## src/rtl/c64_bus_pkg.sv

```systemverilog
// Shared types and constants for the C64 expansion-bus initiator.
package c64_bus_pkg;

  localparam int unsigned ADDR_W_DEF = 16;
  localparam int unsigned DATA_W     = 8;
  localparam int unsigned PORT_BITS  = 3;

  localparam logic [15:0] PORT_DDR_ADDR  = 16'h0000;
  localparam logic [15:0] PORT_DATA_ADDR = 16'h0001;

  localparam int unsigned LORAM  = 0;
  localparam int unsigned HIRAM  = 1;
  localparam int unsigned CHAREN = 2;

  typedef enum logic [2:0] {
    IDLE,
    ARM,
    WAIT_RISE,
    DRIVE,
    ACK
  } state_e;

  // Processor-port pin value: output bits follow data, input bits float high.
  function automatic logic [PORT_BITS-1:0] port_pins(input logic [PORT_BITS-1:0] ddr,
                                                     input logic [PORT_BITS-1:0] pdata);
    logic [PORT_BITS-1:0] pins;
    for (int unsigned i = 0; i < PORT_BITS; i++) begin
      pins[i] = ddr[i] ? pdata[i] : 1'b1;
    end
    return pins;
  endfunction

endpackage

```

## src/rtl/c64_bus_initiator_if.sv

```systemverilog
// Request/acknowledge handshake between the fast CPU side and the bus initiator.
interface c64_bus_initiator_if #(
  parameter int unsigned ADDR_W = 16
);
  logic              req;
  logic              req_rw;
  logic [ADDR_W-1:0] req_addr;
  logic [7:0]        req_wdata;
  logic              ack;
  logic [7:0]        rd_data;
  logic              busy;

  modport master (
    output req, req_rw, req_addr, req_wdata,
    input  ack, rd_data, busy
  );

  modport slave (
    input  req, req_rw, req_addr, req_wdata,
    output ack, rd_data, busy
  );
endinterface

```

## src/rtl/c64_phi_sync.sv

```systemverilog
// N-stage synchroniser for an asynchronous C64 signal with edge detect.
module c64_phi_sync #(
  parameter int unsigned N       = 2,
  parameter logic        RST_VAL = 1'b0
) (
  input  logic clk,
  input  logic rst_n,
  input  logic d,
  output logic level,
  output logic rise_c,
  output logic fall_c
);

  // sh_q[N-1] is the synchronised level, sh_q[N] the previous synced sample.
  logic [N:0] sh_q;
  logic [N:0] sh_d;

  // Shift the raw input through the chain.
  always_comb begin
    sh_d = {sh_q[N-1:0], d};
  end

  // Synchroniser flops.
  always_ff @(posedge clk) begin
    if (!rst_n) sh_q <= {(N + 1){RST_VAL}};
    else        sh_q <= sh_d;
  end

  assign level  = sh_q[N-1];
  assign rise_c =  sh_q[N-1] & ~sh_q[N];
  assign fall_c = ~sh_q[N-1] &  sh_q[N];

endmodule

```

## src/rtl/c64_bus_initiator.sv

```systemverilog
// Runs one C64 expansion-bus cycle per request and shadows the 6510 processor port.
module c64_bus_initiator
  import c64_bus_pkg::*;
#(
  parameter int unsigned SYNC_STAGES = 2,
  parameter int unsigned ADDR_W      = ADDR_W_DEF
) (
  input  logic                      clk,
  input  logic                      _reset,
  c64_bus_initiator_if.slave        rq,
  input  logic                      phi0,
  input  logic                      c64_rdy,
  input  logic [DATA_W-1:0]         bus_din,
  output logic [ADDR_W-1:0]         bus_addr,
  output logic [DATA_W-1:0]         bus_dout,
  output logic                      bus_r_w,
  output logic                      bus_oe,
  output logic                      bus_doe,
  output logic                      _loram,
  output logic                      _hiram,
  output logic                      _charen
);

  localparam int unsigned DL_DEPTH = SYNC_STAGES + 1;

  state_e state_q, state_d;

  logic phi0_s, phi0_rise_c, phi0_fall_c;
  logic rdy_s, rdy_rise_unused, rdy_fall_unused;

  logic [DL_DEPTH-1:0][DATA_W-1:0] din_dl_q, din_dl_d;
  logic [DL_DEPTH-1:0]             rdy_dl_q, rdy_dl_d;
  logic [DATA_W-1:0]               din_old_c;
  logic                            rdy_old_c;
  logic                            retry_c;

  logic [ADDR_W-1:0]    bus_addr_q, bus_addr_d;
  logic [DATA_W-1:0]    bus_dout_q, bus_dout_d;
  logic                 rw_q, rw_d;
  logic                 bus_r_w_q, bus_r_w_d;
  logic                 bus_oe_q, bus_oe_d;
  logic                 bus_doe_q, bus_doe_d;
  logic                 ack_q, ack_d;
  logic                 busy_q, busy_d;
  logic [DATA_W-1:0]    rd_data_q, rd_data_d;
  logic [DATA_W-1:0]    ddr_q, ddr_d;
  logic [DATA_W-1:0]    pdata_q, pdata_d;
  logic [PORT_BITS-1:0] pport_q, pport_d;

  c64_phi_sync #(.N(SYNC_STAGES), .RST_VAL(1'b0)) u_phi0_sync (
    .clk    (clk),
    .rst_n  (_reset),
    .d      (phi0),
    .level  (phi0_s),
    .rise_c (phi0_rise_c),
    .fall_c (phi0_fall_c)
  );

  c64_phi_sync #(.N(SYNC_STAGES), .RST_VAL(1'b1)) u_rdy_sync (
    .clk    (clk),
    .rst_n  (_reset),
    .d      (c64_rdy),
    .level  (rdy_s),
    .rise_c (rdy_rise_unused),
    .fall_c (rdy_fall_unused)
  );

  // Delay line aligning bus data and rdy with the synchronised phi0 fall.
  always_comb begin
    din_dl_d  = {din_dl_q[DL_DEPTH-2:0], bus_din};
    rdy_dl_d  = {rdy_dl_q[DL_DEPTH-2:0], rdy_s};
    din_old_c = din_dl_q[DL_DEPTH-1];
    rdy_old_c = rdy_dl_q[DL_DEPTH-1];
    retry_c   = rw_q & ~rdy_old_c;
  end

  // State register.
  always_ff @(posedge clk) begin
    if (!_reset) state_q <= IDLE;
    else         state_q <= state_d;
  end

  // Next-state logic.
  always_comb begin
    state_d = state_q;
    case (state_q)
      IDLE:      if (rq.req)      state_d = ARM;
      ARM:       if (!phi0_s)     state_d = WAIT_RISE;
      WAIT_RISE: if (phi0_rise_c) state_d = DRIVE;
      DRIVE:     if (phi0_fall_c) state_d = retry_c ? ARM : ACK;
      ACK:                        state_d = IDLE;
      default:                    state_d = IDLE;
    endcase
  end

  // Output/datapath next values; everything below lands in a flop.
  always_comb begin
    bus_addr_d = bus_addr_q;
    bus_dout_d = bus_dout_q;
    rw_d       = rw_q;
    bus_r_w_d  = bus_r_w_q;
    bus_oe_d   = bus_oe_q;
    bus_doe_d  = bus_doe_q;
    ack_d      = 1'b0;
    rd_data_d  = rd_data_q;
    ddr_d      = ddr_q;
    pdata_d    = pdata_q;
    case (state_q)
      IDLE: begin
        if (rq.req) begin
          bus_addr_d = rq.req_addr;
          bus_dout_d = rq.req_wdata;
          rw_d       = rq.req_rw;
        end
      end
      WAIT_RISE: begin
        if (phi0_rise_c) begin
          bus_oe_d  = 1'b1;
          bus_r_w_d = rw_q;
          bus_doe_d = ~rw_q;
        end
      end
      DRIVE: begin
        if (phi0_fall_c) begin
          bus_oe_d  = 1'b0;
          bus_doe_d = 1'b0;
          bus_r_w_d = 1'b1;
          if (!retry_c) begin
            ack_d = 1'b1;
            if (rw_q) rd_data_d = din_old_c;
          end
        end
      end
      ACK: begin
        if (!rw_q) begin
          if (bus_addr_q == ADDR_W'(PORT_DDR_ADDR))  ddr_d   = bus_dout_q;
          if (bus_addr_q == ADDR_W'(PORT_DATA_ADDR)) pdata_d = bus_dout_q;
        end
      end
      default: ;
    endcase
    busy_d  = (state_d != IDLE);
    pport_d = port_pins(ddr_d[PORT_BITS-1:0], pdata_d[PORT_BITS-1:0]);
  end

  // Datapath and output registers.
  always_ff @(posedge clk) begin
    if (!_reset) begin
      din_dl_q   <= '0;
      rdy_dl_q   <= '1;
      bus_addr_q <= '0;
      bus_dout_q <= '0;
      rw_q       <= 1'b1;
      bus_r_w_q  <= 1'b1;
      bus_oe_q   <= 1'b0;
      bus_doe_q  <= 1'b0;
      ack_q      <= 1'b0;
      busy_q     <= 1'b0;
      rd_data_q  <= '0;
      ddr_q      <= '0;
      pdata_q    <= '0;
      pport_q    <= '1;
    end else begin
      din_dl_q   <= din_dl_d;
      rdy_dl_q   <= rdy_dl_d;
      bus_addr_q <= bus_addr_d;
      bus_dout_q <= bus_dout_d;
      rw_q       <= rw_d;
      bus_r_w_q  <= bus_r_w_d;
      bus_oe_q   <= bus_oe_d;
      bus_doe_q  <= bus_doe_d;
      ack_q      <= ack_d;
      busy_q     <= busy_d;
      rd_data_q  <= rd_data_d;
      ddr_q      <= ddr_d;
      pdata_q    <= pdata_d;
      pport_q    <= pport_d;
    end
  end

  assign bus_addr   = bus_addr_q;
  assign bus_dout   = bus_dout_q;
  assign bus_r_w    = bus_r_w_q;
  assign bus_oe     = bus_oe_q;
  assign bus_doe    = bus_doe_q;
  assign rq.ack     = ack_q;
  assign rq.rd_data = rd_data_q;
  assign rq.busy    = busy_q;
  assign _loram     = pport_q[LORAM];
  assign _hiram     = pport_q[HIRAM];
  assign _charen    = pport_q[CHAREN];

endmodule

```

## src/flat_wrapper.sv

```systemverilog
// flat-port wrapper written by rule: the top's interface ports become plain ports
module c64_bus_initiator_flat import c64_bus_pkg::*;
#(
  parameter int unsigned SYNC_STAGES = 2,
  parameter int unsigned ADDR_W      = ADDR_W_DEF
)
  (clk, _reset, phi0, c64_rdy, bus_din, bus_addr, bus_dout, bus_r_w, bus_oe, bus_doe, _loram, _hiram, _charen, rq_req, rq_req_rw, rq_req_addr, rq_req_wdata, rq_ack, rq_rd_data, rq_busy);
  c64_bus_initiator_if #(.ADDR_W(ADDR_W)) rq_i ();
  input  logic clk;
  input  logic _reset;
  input  logic phi0;
  input  logic c64_rdy;
  input  logic [DATA_W-1:0] bus_din;
  output logic [ADDR_W-1:0] bus_addr;
  output logic [DATA_W-1:0] bus_dout;
  output logic bus_r_w;
  output logic bus_oe;
  output logic bus_doe;
  output logic _loram;
  output logic _hiram;
  output logic _charen;
  input wire logic [$bits(rq_i.req)-1:0] rq_req;
  input wire logic [$bits(rq_i.req_rw)-1:0] rq_req_rw;
  input wire logic [$bits(rq_i.req_addr)-1:0] rq_req_addr;
  input wire logic [$bits(rq_i.req_wdata)-1:0] rq_req_wdata;
  output wire logic [$bits(rq_i.ack)-1:0] rq_ack;
  output wire logic [$bits(rq_i.rd_data)-1:0] rq_rd_data;
  output wire logic [$bits(rq_i.busy)-1:0] rq_busy;
  assign rq_i.req = rq_req;
  assign rq_i.req_rw = rq_req_rw;
  assign rq_i.req_addr = rq_req_addr;
  assign rq_i.req_wdata = rq_req_wdata;
  assign rq_ack = rq_i.ack;
  assign rq_rd_data = rq_i.rd_data;
  assign rq_busy = rq_i.busy;
  c64_bus_initiator #(.SYNC_STAGES(SYNC_STAGES), .ADDR_W(ADDR_W)) u_core (.clk(clk), ._reset(_reset), .rq(rq_i), .phi0(phi0), .c64_rdy(c64_rdy), .bus_din(bus_din), .bus_addr(bus_addr), .bus_dout(bus_dout), .bus_r_w(bus_r_w), .bus_oe(bus_oe), .bus_doe(bus_doe), ._loram(_loram), ._hiram(_hiram), ._charen(_charen));
endmodule
```

## config.mk

```make
export PLATFORM = sky130hd
export DESIGN_NAME = c64_bus_initiator_flat
export DESIGN_NICKNAME = d
export VERILOG_FILES = /design/src/rtl/c64_bus_pkg.sv /design/src/rtl/c64_bus_initiator_if.sv /design/src/rtl/c64_phi_sync.sv /design/src/rtl/c64_bus_initiator.sv /design/src/flat_wrapper.sv
export SDC_FILE = /design/constraint.sdc
export NUM_CORES = 1
export LEC_CHECK = 0
export ABC_CLOCK_PERIOD_IN_PS = 1950
export CAP_MARGIN = 20
export CORE_MARGIN = 2
export CORE_UTILIZATION = 47
export DETAILED_ROUTE_END_ITERATION = 10
export GPL_TIMING_DRIVEN = 0
export PLACE_DENSITY = 0.82
export SLEW_MARGIN = 0
export SYNTH_ARGS = -nofsm -noshare
export SYNTH_HDL_FRONTEND = slang
export SYNTH_SLANG_ARGS = --single-unit
```

## constraint.sdc

```tcl
create_clock -name clk -period 1.95 [get_ports clk]
set_clock_uncertainty 0.05 [all_clocks]
set_input_delay 0.195 -clock clk [delete_from_list [all_inputs] [get_ports clk]]
set_output_delay 0.195 -clock clk [all_outputs]
set_load 0.03 [all_outputs]
```

==> impl_results.md <==
* Outcome: finished, final reports clean
* Layout cell share with drive strength beyond 1 at 0.0628
* Total of max-cap violations at 0
* Post-synthesis register bit count at 82
* Seq/Total Area, Yosys at 0.586
* Startpoint Class: flop
* Syn Inst Count at 305
* Vias in the first global route at 2,071
* Post-synth top flop: dfxtp_1
* Vias per cell at 4.97
* Total track usage at 0.191
* Pwr per Cell Area at 900 nW/µm²
* I/O Pins at 78
* Crit Path Max Fanout at 10
* Hold-fix buffers, CTS at 0
* Vias at 2,350
* CTS max path bufs at 2
* Leading area contributor after synthesis: dfxtp_1
* Htree depth at 3
* Synth warn at 0
* Detailed Route WL at 6250 µm
* Tightest Pin Transition at 0.519 ns
* Synth-to-layout area growth at 39.7%
* RSZ-0062 raised after global routing: no
* Mean area per synthesized cell at 9.18 µm²
* Crit. Startpoint: u_core.state_q[0]$_SDFF_PN0_
* Post-synth top area share at 0.586
* Antenna violations before repair at 0
* RR Endpoint: u_core.bus_dout[4]$_SDFFE_PN0P_
* CTS buffer count at 9
* CTS tree: done
* Final #Nets at 431
* Drt first-iter violations at 102
* Critical Path End Type: flop
* Total gr overflow at 0
* RR Startpoint: u_core.state_q[0]$_SDFF_PN0_
* First-pass GRT wire length at 9530 µm
* Antenna Nets Post-Route at 0
* Critical path required time at 2.17 ns
* Starting density of the core at 0.478
* R2r setup slk at 0.14 ns
* Slew Viols, Final at 0
* Ys async rst share at 0
* Synth cell types at 28
* Post-Syn Area at 2800 µm²
* PortBufs at 77
* DR WL/cell at 13.2 µm
* WHS at 0.339 ns
* Chip Width at 81.2 µm
* Final core utilization at 0.668
* Max VDD drop at 503 µV
* Number of flops mapped to enable cells by yosys at 0
* Clock Tree Root: clkbuf_8
* Clock transition at the registers of the reported paths at 0.09 ns
* Largest net degree at the start of global routing at 17
* Worst EP arrival at 2.03 ns
* Fin. Hold Viols at 0
* Core area at 5850 µm²
* Top cells by area, synth: dfxtp_1, nand2_1, a21oi_1
* DRT Pass-1 Iters at 5
* Die height at 81.2 µm
* RD Place Congestion at 0.898
* Setup crit end: u_core.bus_dout[4]$_SDFFE_PN0P_
* Period Utilization, post-route at 0.926
* Placement Rows at 28
* Slew HR at 0.654
* Diodes inserted at 0
* Post-CTS Setup Bufs at 0
* Hold Path Class: in2reg
* Critical path class: reg2reg
* R2R depth at 6
* Skew-Pair Late Insertion Delay at 0.35 ns
* DR DRC count at 0
* Hpwl dp at 4500 µm
* Die Footprint at 6590 µm²
* CTS sink cnt at 82
* Setup Viol. Count Final at 0
* Fill cells at 495
* Syn Nets at 343
* Static Leakage at 1.52 nW
* Min cycle time layout at 1.81 ns
* Max Fclk at 0.554 GHz
-- placed cells by master, fill, tap and decap left out, types with 4 or more instances in the layout --
cell             instances
dfxtp_1                 82
clkdlybuf4s50_1         77
nand2_1                 54
a21oi_1                 35
and2_1                  28
clkbuf_1                14
nor2_1                  13
nand2b_1                10
o21ai_0                 10
clkbuf_8                 9
mux2i_1                  8
nand4_1                  6
inv_1                    5
nor3_1                   5
nand3_1                  5
inv_6                    5
nor3b_1                  4
-- worst max-delay path: stages, from the launching register on --
cell and delay (ns):
dfxtp_1 0.47, nand2b_1 0.24, or3_1 0.13, clkbuf_1 0.31, clkbuf_2 0.31, nand2_1 0.08, a21oi_1 0.14
-- synth_stat cells (all sizes together), types with 5 or more instances --
library cell	count
inv	5
and2	28
nand2	54
o21ai	10
nand3	5
nor2	13
a21oi	35
nor3	6
clkbuf	17
mux2i	8
dfxtp	82
nand4	7
nand2b	10
-- per-stage QoR --
step / TNS (ns) / power [mW] / area (µm²) / setup slack (ns) / cells
5_1_grt: 0 / 3.66 / 3910 / 0.00135 / 473
2_1_floorplan: 0 / 2.06 / 2800 / 0.291 / 305
3_5_place_dp: -5.28 / 2.28 / 3660 / -0.312 / 457
6_report: 0 / 3.52 / 3910 / 0.144 / 473
3_3_place_gp: -4.46 / 2.27 / 3660 / -0.239 / 457
4_1_cts: 0 / 3.53 / 3870 / 0.0152 / 473
-- worst min path at each step --
stage | slack, ns | from | cells after the start | to
final | 0.34 | rq_req_addr[10] | 3 | u_core.bus_addr[10]$_SDFFE_PN0P_
after global routing | 0.34 | c64_rdy | 2 | u_core.u_rdy_sync.sh_q[0]$_SDFF_PN1_
after CTS | 0.33 | rq_req_addr[1] | 3 | u_core.bus_addr[1]$_SDFFE_PN0P_
after detailed placement | 0.35 | u_core.rdy_dl_q[0]$_SDFF_PN1_ | 1 | u_core.rdy_dl_q[1]$_SDFF_PN1_
after global placement | 0.34 | u_core.u_rdy_sync.sh_q[1]$_SDFF_PN1_ | 1 | u_core.rdy_dl_q[0]$_SDFF_PN1_
after floorplan | 0.25 | c64_rdy | 1 | u_core.u_rdy_sync.sh_q[0]$_SDFF_PN1_
-- routing by layer --
layer | share of wire | wire length [µm] | track usage | up-vias
met4 | 0.031 | 191 | 0.108 | 0
met1 | 0.44 | 2750 | 0.242 | 1077
met3 | 0.040 | 249 | 0.0422 | 16
met5 | 0 | 0 | 0 | -
met2 | 0.49 | 3060 | 0.302 | 64
li1 | - | - | - | 1193
-- layout make-up --
| class | count | area (µm²) | area share |
|---|---|---|---|
| buffer | 17 | 67.6 | 0.0173 |
| clock buffer | 9 | 124 | 0.0317 |
| clock inverter | 7 | 81.3 | 0.0208 |
| inverter | 6 | 22.5 | 0.00576 |
| multi-input combinational | 200 | 1110 | 0.283 |
| sequential | 82 | 1640 | 0.420 |
| tap | 75 | 93.8 | 0.0240 |
| timing repair buffer | 77 | 771 | 0.197 |
-- cell families (layout without fill, tap and decap cells) --
family	after synthesis	in the layout	synth area share
and+or+nand+nor	140	140	0.256
DFF	82	82	0.586
AOI/OAI and AO/OA	52	52	0.0984
buffers and inverters	23	116	0.0308
muxes	8	8	0.0286
-- flip-flops by register name, summed over array words and instances, names as in the netlist, 2 cells and up --
signal / cells
u_core.bus_dout: 8
u_core.bus_addr: 16
u_core.din_old_c: 8
u_core.din_dl_d: 16
u_core.pport_q: 3
u_core.rdy_dl_q: 3
u_core.state_q: 3
u_core.u_phi0_sync.sh_q: 3
u_core.ddr_q: 3
u_core.rq.rd_data: 8
u_core.pdata_q: 3
u_core.u_rdy_sync.sh_q: 2
-- timing repair --
action | CTS | global route
resized for setup | 1 | 11
setup endpoints to repair | 20 | 27
hold endpoints to repair | 0 | 0
cloned | 0 | 0
-- report_power, final --
| group | switching [mW] | internal [mW] |
|---|---|---|
| Sequential | 0.0531 | 1.74 |
| Combinational | 0.252 | 0.207 |
| Clock | 0.649 | 0.614 |
| Total | 0.953 | 2.56 |
Power figures use the tool's default switching activity.
